$ cat src/rtl/sa_tile_matmul.sv
// sa_tile_matmul: tiled, accumulating matmul sequencer between the SRAM buffers and the systolic array.
// Optional macro SA_TILE_SAT_EN selects signed-saturating accumulation; otherwise sums wrap.
module sa_tile_matmul #(
   parameter int WIDTH  = 8,
   parameter int ROW    = 4,
   parameter int COL    = 4,
   parameter int I_SIZE = 256,
   parameter int W_SIZE = 64,
   parameter int O_SIZE = 64,
   parameter int MAX_KT = 16,
   parameter int LAT    = 8
) (
   input  logic                          clk_i,
   input  logic                          rst_i,
   input  logic                          start_i,
   input  logic [$clog2(MAX_KT+1)-1:0]   cfg_ktiles_i,
   input  logic [$clog2(O_SIZE+1)-1:0]   cfg_mlen_i,
   input  logic                          cfg_relu_i,
   output logic                          busy_o,
   output logic                          done_o,
   output logic                          wb_mem_cenb_o,
   output logic [$clog2(W_SIZE)-1:0]     wb_mem_addr_o,
   input  logic [COL*WIDTH-1:0]          wb_mem_data_i,
   output logic                          ib_mem_cenb_o,
   output logic [$clog2(I_SIZE)-1:0]     ib_mem_addr_o,
   input  logic [ROW*WIDTH-1:0]          ib_mem_data_i,
   output logic                          ps_rd_cenb_o,
   output logic [$clog2(O_SIZE)-1:0]     ps_rd_addr_o,
   input  logic [COL*WIDTH-1:0]          ps_rd_data_i,
   output logic                          ps_wr_cenb_o,
   output logic [$clog2(O_SIZE)-1:0]     ps_wr_addr_o,
   output logic [COL*WIDTH-1:0]          ps_wr_data_o,
   output logic                          ob_mem_cenb_o,
   output logic [$clog2(O_SIZE)-1:0]     ob_mem_addr_o,
   output logic [COL*WIDTH-1:0]          ob_mem_data_o,
   output logic                          arr_mode_o,
   output logic [ROW*WIDTH-1:0]          arr_act_o,
   output logic [COL*WIDTH-1:0]          arr_weight_o,
   input  logic [COL*WIDTH-1:0]          arr_psum_i
);

   localparam int KW  = $clog2(MAX_KT+1);
   localparam int MLW = $clog2(O_SIZE+1);
   localparam int WAW = $clog2(W_SIZE);
   localparam int IAW = $clog2(I_SIZE);
   localparam int OAW = $clog2(O_SIZE);
   localparam int RW  = $clog2(ROW+1);

   typedef enum logic [2:0] {IDLE, LOAD_W, STREAM, DRAIN, DONE} state_t;

   typedef struct packed {
      logic           valid;
      logic [OAW-1:0] m;
      logic           first;
      logic           last;
   } tag_t;

   state_t         state, state_next;
   logic [KW-1:0]  ktiles, kt;
   logic [MLW-1:0] mlen, m_cnt;
   logic           relu;
   logic [RW-1:0]  r_cnt;
   logic [WAW-1:0] w_base;
   logic [IAW-1:0] i_base;
   logic           mode_q;
   tag_t           pipe [1:LAT];
   tag_t           issue_tag;
   logic           pipe_busy;
   logic           last_tile;
   logic           empty_job;
   logic [COL*WIDTH-1:0] sum_row, out_row;

   assign last_tile = (kt == ktiles - KW'(1));
   assign empty_job = (cfg_ktiles_i == '0) || (cfg_mlen_i == '0);

   // The tag in the final stage retires this cycle, so only earlier stages hold DRAIN.
   always_comb begin
      pipe_busy = 1'b0;
      for (int i = 1; i < LAT; i++) pipe_busy = pipe_busy | pipe[i].valid;
   end

   always_comb begin
      state_next = state;
      case (state)
         IDLE:    if (start_i) state_next = empty_job ? DONE : LOAD_W;
         LOAD_W:  if (r_cnt == RW'(ROW-1)) state_next = STREAM;
         STREAM:  if (m_cnt == mlen - MLW'(1)) state_next = DRAIN;
         DRAIN:   if (!pipe_busy) state_next = last_tile ? DONE : LOAD_W;
         DONE:    state_next = IDLE;
         default: state_next = IDLE;
      endcase
   end

   always_ff @(posedge clk_i) begin
      if (rst_i) begin
         state  <= IDLE;
         ktiles <= '0;
         mlen   <= '0;
         relu   <= 1'b0;
         kt     <= '0;
         m_cnt  <= '0;
         r_cnt  <= '0;
         w_base <= '0;
         i_base <= '0;
         mode_q <= 1'b0;
      end else begin
         state  <= state_next;
         mode_q <= (state == LOAD_W);
         case (state)
            IDLE: if (start_i) begin
               ktiles <= cfg_ktiles_i;
               mlen   <= cfg_mlen_i;
               relu   <= cfg_relu_i;
               kt     <= '0;
               w_base <= '0;
               i_base <= '0;
               r_cnt  <= '0;
               m_cnt  <= '0;
            end
            LOAD_W: r_cnt <= (state_next == STREAM) ? '0 : r_cnt + RW'(1);
            STREAM: m_cnt <= (state_next == DRAIN) ? '0 : m_cnt + MLW'(1);
            DRAIN: if (state_next == LOAD_W) begin
               kt     <= kt + KW'(1);
               w_base <= w_base + WAW'(ROW);
               i_base <= i_base + IAW'(mlen);
            end
            default: ;
         endcase
      end
   end

   always_comb begin
      issue_tag       = '0;
      issue_tag.valid = (state == STREAM);
      issue_tag.m     = OAW'(m_cnt);
      issue_tag.first = (kt == '0);
      issue_tag.last  = last_tile;
   end

   // Tag pipe mirrors the array latency so each result row knows its row index and tile role.
   always_ff @(posedge clk_i) begin
      if (rst_i) begin
         for (int i = 1; i <= LAT; i++) pipe[i] <= '0;
      end else begin
         pipe[1] <= issue_tag;
         for (int i = 2; i <= LAT; i++) pipe[i] <= pipe[i-1];
      end
   end

   function automatic logic [WIDTH-1:0] acc_add(input logic [WIDTH-1:0] a, input logic [WIDTH-1:0] b);
`ifdef SA_TILE_SAT_EN
      logic [WIDTH:0] s;
      s = {a[WIDTH-1], a} + {b[WIDTH-1], b};
      if (s[WIDTH] != s[WIDTH-1])
         acc_add = s[WIDTH] ? {1'b1, {(WIDTH-1){1'b0}}} : {1'b0, {(WIDTH-1){1'b1}}};
      else
         acc_add = s[WIDTH-1:0];
`else
      acc_add = a + b;
`endif
   endfunction

   always_comb begin
      sum_row = '0;
      out_row = '0;
      for (int c = 0; c < COL; c++) begin
         sum_row[c*WIDTH +: WIDTH] = acc_add(arr_psum_i[c*WIDTH +: WIDTH],
                                             pipe[LAT].first ? '0 : ps_rd_data_i[c*WIDTH +: WIDTH]);
         out_row[c*WIDTH +: WIDTH] = (relu && sum_row[c*WIDTH+WIDTH-1]) ? '0 : sum_row[c*WIDTH +: WIDTH];
      end
   end

   assign busy_o        = (state != IDLE);
   assign done_o        = (state == DONE);
   assign arr_mode_o    = mode_q;
   assign arr_act_o     = ib_mem_data_i;
   assign arr_weight_o  = wb_mem_data_i;

   assign wb_mem_cenb_o = !(state == LOAD_W);
   assign wb_mem_addr_o = w_base + WAW'(r_cnt);
   assign ib_mem_cenb_o = !(state == STREAM);
   assign ib_mem_addr_o = i_base + IAW'(m_cnt);

   // Psum is fetched one stage early so its read data lines up with the array result.
   assign ps_rd_cenb_o  = !(pipe[LAT-1].valid && !pipe[LAT-1].first);
   assign ps_rd_addr_o  = pipe[LAT-1].m;
   assign ps_wr_cenb_o  = !(pipe[LAT].valid && !pipe[LAT].last);
   assign ps_wr_addr_o  = pipe[LAT].m;
   assign ps_wr_data_o  = sum_row;
   assign ob_mem_cenb_o = !(pipe[LAT].valid && pipe[LAT].last);
   assign ob_mem_addr_o = pipe[LAT].m;
   assign ob_mem_data_o = out_row;

endmodule

$ cat config.mk
export PLATFORM = sky130hd
export DESIGN_NAME = sa_tile_matmul
export DESIGN_NICKNAME = d
export VERILOG_FILES = /design/src/rtl/sa_tile_matmul.sv
export SDC_FILE = /design/constraint.sdc
export NUM_CORES = 1
export LEC_CHECK = 0
export BUFFER_PORTS_ARGS = -buffer_cell sky130_fd_sc_hd__buf_2
export CORE_UTILIZATION = 49
export CTS_CLUSTER_DIAMETER = 150
export DETAILED_ROUTE_END_ITERATION = 8
export GPL_ROUTABILITY_DRIVEN = 0
export HOLD_SLACK_MARGIN = 0.06
export PLACE_DENSITY = 0.82
export SLEW_MARGIN = 40
export SYNTH_ARGS = -nofsm -noshare
export SYNTH_HDL_FRONTEND = slang
export SYNTH_SLANG_ARGS = --single-unit
$ cat constraint.sdc
create_clock -name clk_i -period 4.35 [get_ports clk_i]
set_input_delay 0.87 -clock clk_i [delete_from_list [all_inputs] [get_ports clk_i]]
set_output_delay 0.87 -clock clk_i [all_outputs]
set_load 0.02 [all_outputs]
# Word level (Yosys, flattened, before mapping)

Memory sizes are Yosys's and may differ from the RTL's.
Index checks and enable logic that the tools add are counted.

Add/sub/neg operators: 13
Multiplexer cells: 41
Bitwise gates (word level): 14
Reduce and logical (&&, ||, !) cells: 27
Eq/ne operators: 12

Operator list:

| kind                                                                | number |
|---|---|
| 8-bit two-way mux                                                   | 10 |
| 9-bit two-way mux                                                   | 8 |
| 8-bit adder                                                         | 4 |
| 3-bit two-way mux                                                   | 8 |
| 8-bit by 7-bit adder with 8-bit output                              | 2 |
| 8-bit case mux with 2 select lines                                  | 1 |
| 3-bit by 2-bit == test with 1-bit output (second input constant)    | 5 |
| 7-bit two-way mux                                                   | 2 |
| 1-bit bitwise OR                                                    | 14 |
| 7-bit case mux with 2 select lines                                  | 1 |
| 6-bit two-way mux                                                   | 2 |
| 3-bit case mux with 4 select lines                                  | 1 |
| 6-bit case mux with 2 select lines                                  | 1 |
| 5-bit logical NOT                                                   | 2 |
| 5-bit two-way mux                                                   | 2 |
| 5-bit case mux with 2 select lines                                  | 1 |
| 7-bit by 1-bit adder with 7-bit output (second input constant)      | 1 |
| 7-bit == test                                                       | 1 |
| 1-bit logical AND                                                   | 7 |
| 1-bit logical NOT                                                   | 7 |
| 7-bit logical NOT                                                   | 1 |
| 7-bit by 1-bit subtractor with 7-bit output (second input constant) | 1 |
| 6-bit by 3-bit adder with 6-bit output                              | 1 |
| 6-bit by 3-bit adder with 6-bit output (second input constant)      | 1 |
| 15 further kinds                                                    | 23 |

Logic and storage cells: 118
Input port bits: 144
Bits in writable memories: 72
Output and inout port bits: 168
Register bits: 46
Memories kept: 1

Memories:

| memory | depth | width | read ports | clocked after Yosys merged registers in | wr ports | RTL line | RTL |
|---|---|---|---|---|---|---|---|
| pipe   | 8     | 9     | 8          | 0                                       | 8        | 66       | `tag_t pipe [1:LAT];` |

# Longest topological paths before layout

Depth in word-level cells: 11
Mapped depth: 12

# Least setup slack after synthesis

OpenSTA, ideal clock, no wires.

Path kind: input-to-output
Start: input port ps_rd_data_i[16]
End: output port ob_mem_data_o[22]
Path slack: 0.248 ns
Cell stages on the path: 10
Data required time: 3.480 ns
Arrival time: 3.232 ns
Cell sequence: nor2b_1 > ha_1 > inv_1 > fa_1 > nor2b_1 > o21a_1 > o21ai_0 > nand2_1 > o311ai_0 > and4_1

Elaborated cells between the ends (all ways): 4
Those cells by class: add/sub: 1; mux: 2; reduce/logical: 1

RTL lines:

| what                 | RTL line | RTL |
|---|---|---|
| from (decl)          | 29       | `input logic [COL*WIDTH-1:0] ps_rd_data_i,` |
| 8-bit two-way mux    | 168      | `pipe[LAT].first ? '0 : ps_rd_data_i[c*WIDTH +: WIDTH]);` |
| 8-bit adder          | 159      | `acc_add = a + b;` |
| net ps_wr_data_o[22] | 32       | `output logic [COL*WIDTH-1:0] ps_wr_data_o,` |
| 8-bit two-way mux    | 169      | `out_row[c*WIDTH +: WIDTH] = (relu && sum_row[c*WIDTH+WIDTH-1]) ? '0 : sum_row[c*WIDTH +: WIDTH];` |
| to (decl)            | 35       | `output logic [COL*WIDTH-1:0] ob_mem_data_o,` |

The timed path passes the listed nets, and every way through them passes these cells.

# Final worst setup path

Start: input port ps_rd_data_i[25]
End: output port ob_mem_data_o[27]

Longest elaborated chain between the ends: 4

RTL lines:

| what                  | RTL line |
|---|---|
| 8-bit two-way mux (*) | 168 |
| 8-bit adder (*)       | 159 |
| 1-bit logical AND     | 169 |
| 8-bit two-way mux (*) | 169 |

Mark *: on every way between the ends. The rest lies on a longest branch, timed or not.

==> metrics.csv <==
metric,value,unit
status,completed,
hold_ws,0.426,ns
required,3.48,ns
start_kind,input pin,
synth_cell_types,59,
hold_depth,1,
power.total,3.22,mW
p_sw,1.01,mW
combPwrFrac,22.4,%
power_density,386,nW/um^2
portBuffers,183,
postLayoutSetupSlackWorst,0.298,ns
path_max_fanout,5,
reg2reg_depth,8,
leakagePower,3.94,nW
core.rowCount,44,
path_cells,buf_2 -> nor2b_1 -> ha_1 -> a21o_1 -> a21o_1 -> a211o_1 -> a2111o_1 -> o21ai_1 -> nor2_1 -> buf_2,
routed_wl,17800,microns
area_delta_synth_final,14.5,%
r2r-start,mlen[1],
initial_core_util,50.1,%
clk_path_buf_depth,2,
nFillCells,1340,
intPower,2.21,mW
layout.nets,1157,
grt_max_degree,89,
drive_gt1_share,24.0,%
core_area,14500,sq um
drv_cap,0,
critPathMaxStageDelay,0.46,ns
async_reset_ff_share,0,%
overflow,0,
grt_pass1_wl,27400,microns
dieArea,15400,sq um
setup_viol,0,
cts-hold-fix-buffers,0,
power_switching_share,31.3,%
cts.sink_count,116,
hold_viol,0,
io_pins,312,
grt_usage,23.7,%
crit_buf_inv,2,
cp.arrival,3.18,ns
rrSetupSlack,1.96,ns
relSlewSlack,56.8,%
pwr-share-seq,34.2,%
ff_latch_area,2320,sq um
dp_hpwl,13600,microns
worst_pin_slew,0.642,ns
min_period,4.05,ns
die_h,124,microns
hold_start,pipe[0][18],
cts_tree,done,
dr.pass1.iters,5,
path_clk_slew,0.06,ns
path_delay_family,compound AO/OA/AOI/OAI gates,
htree_num_levels,4,
synth_fp_nets,1061,
syn-cell-area,7280,sq um
ys.flop_type,dfxtp_1,
slew_violations,0,
pre_cts_ws,0.266,ns
multi_input_area,4040,sq um
power_frac_clock,43.4,%
n_antenna_cell,0,
drt_iter0_markers,354,
antenna_found_initial,0,
clk_latency,0.41,ns
post-route-period-util,93.1,%
routed_via_density,5.30,
yosysSeqAreaShare,31.9,%
yosys_register_bits,116,
holdPathEnd,pipe[0][27],
ant_nets,0,
root_buffer,clkbuf_16,
numCtsBuffers,17,
fmax,247,MHz
synth_edf_count,0,
postSynthAreaPerCell,8.47,sq um
post_cts_resized,0,
drcViolationCount,0,
grt_pass1_vias,5611,
crit_slowest_cell,a2111o_1,
hp-class,flip-flop to flip-flop,
ir_drop,0.000318,V
synthesis.instances,860,
worstSetupEndpointType,primary output,
wl_per_cell,15.5,microns
r2r-end,m_cnt[3],
clock_skew,0.00941,ns
path_class,input pin to primary output,
die_w,124,microns
rsz0062_at_grt,false,
finish.utilization,57.4,%
post_cts_buffers,0,
ys_warn_count,0,
tns,0,ns
vias,6114,
-- metrics by stage --
stage	cell area [sq um]	instances
2_1_floorplan	7280	860
3_3_place_gp	7730	1121
3_5_place_dp	7730	1121
4_1_cts	8330	1153
5_1_grt	8340	1153
6_report	8340	1153
-- worst max-delay path by stage --
| stage | depth (start not counted) | to | startpoint |
|---|---|---|---|
| finish | 10 | ob_mem_data_o[27] | ps_rd_data_i[25] |
| global route | 10 | ob_mem_data_o[26] | ps_rd_data_i[25] |
| CTS | 10 | ob_mem_data_o[22] | pipe[0][73] |
| detailed placement | 10 | ob_mem_data_o[27] | ps_rd_data_i[25] |
| global placement | 12 | ob_mem_data_o[22] | ps_rd_data_i[16] |
| floorplan | 10 | ob_mem_data_o[22] | ps_rd_data_i[16] |
-- logic make-up (layout without fill, tap and decap cells) --
family / after synthesis / count (layout) / share of synthesized area [%]
and+or+nand+nor: 320 / 320 / 23.9
adders and majority gates: 57 / 57 / 10.4
AOI/OAI and AO/OA: 150 / 150 / 13.7
muxes: 10 / 10 / 1.37
buffers and inverters: 158 / 267 / 12.7
DFF: 116 / 116 / 31.9
xor gates and xnor gates: 49 / 49 / 6.08
-- cell type report --
type	count	share of cell area (%)
multi-input combinational	586	48.5
sequential	116	27.9
timing repair buffer	190	11.7
clock buffer	18	5.15
tap	184	2.76
clock inverter	14	2.03
inverter	45	2.03
-- state kept, by name (all words and copies together) (netlist names), 3 cells and up --
register	cells
pipe	72
i_base	8
m_cnt	7
mlen	7
kt	5
ktiles	5
w_base	4
r_cnt	3
state	3
-- cells in the final DEF (no fill, tap or decap), drive strengths merged, types with 5 or more instances in the layout --
cell type    n
nand4        5
a2111o       5
a211oi       5
nor4        11
a31oi       10
and4         6
nor3b        6
inv         51
xnor2       35
or3         11
nand3       10
nor3        17
buf        190
ha          51
a211o        8
dfxtp      116
nand2       75
a21o        20
nor2b      102
clkinv       6
nor2        42
xor2        13
clkbuf      18
nand2b      14
o21ai       27
fa           6
o211ai       5
a31o         9
mux2i       10
a21oi       42
-- cell usage after synthesis (all sizes together), types with 5 or more instances --
cell type | number | area, sq um
a2111o | 5 | 56.3
a211o | 8 | 70.1
a211oi | 5 | 37.5
a21o | 20 | 150
a21oi | 42 | 210
a31o | 9 | 78.8
a31oi | 10 | 62.6
and4 | 6 | 52.6
buf | 90 | 668
clkbuf | 23 | 86.3
dfxtp | 116 | 2320
fa | 6 | 120
ha | 51 | 638
inv | 44 | 165
mux2i | 10 | 100
nand2 | 75 | 282
nand2b | 14 | 87.6
nand3 | 10 | 50.1
nand4 | 5 | 31.3
nor2 | 42 | 158
nor2b | 102 | 638
nor3 | 17 | 90.1
nor3b | 6 | 45.0
nor4 | 11 | 68.8
o211ai | 5 | 37.5
o21ai | 27 | 135
or3 | 11 | 68.8
xnor2 | 35 | 307
xor2 | 13 | 114
-- worst register-to-register path, delay by kind of cell, from the launching register on --
family	cells	cell delay, ns
flops	1	0.48
fa+ha+maj	1	0.26
simple gates	2	0.66
xor+xnor	1	0.19
compound gates	2	0.54
buf+inv	1	0.08
mux	1	0.12
-- routing by layer --
layer  global-route usage, %  share of wire [%]  vias to the layer above  wire length, microns
met4                    12.3                3.4                        2                   608
met2                    39.4                 46                      228                  8200
li1                        -                  -                     3056                     -
met3                    9.43                8.5                       41                  1510
met1                    25.7                 42                     2787                  7450
met5                    2.43               0.25                        -                    45
-- power by group through the flow --
stage,Sequential (mW),Clock [mW],Combinational (mW)
after detailed placement,1.12,0,0.712
after CTS,1.10,1.42,0.715
after floorplan,1.11,0,0.573
final,1.10,1.40,0.720
after global placement,1.12,0,0.700
after global routing,1.10,1.49,0.785
Power figures use the tool's default switching activity.
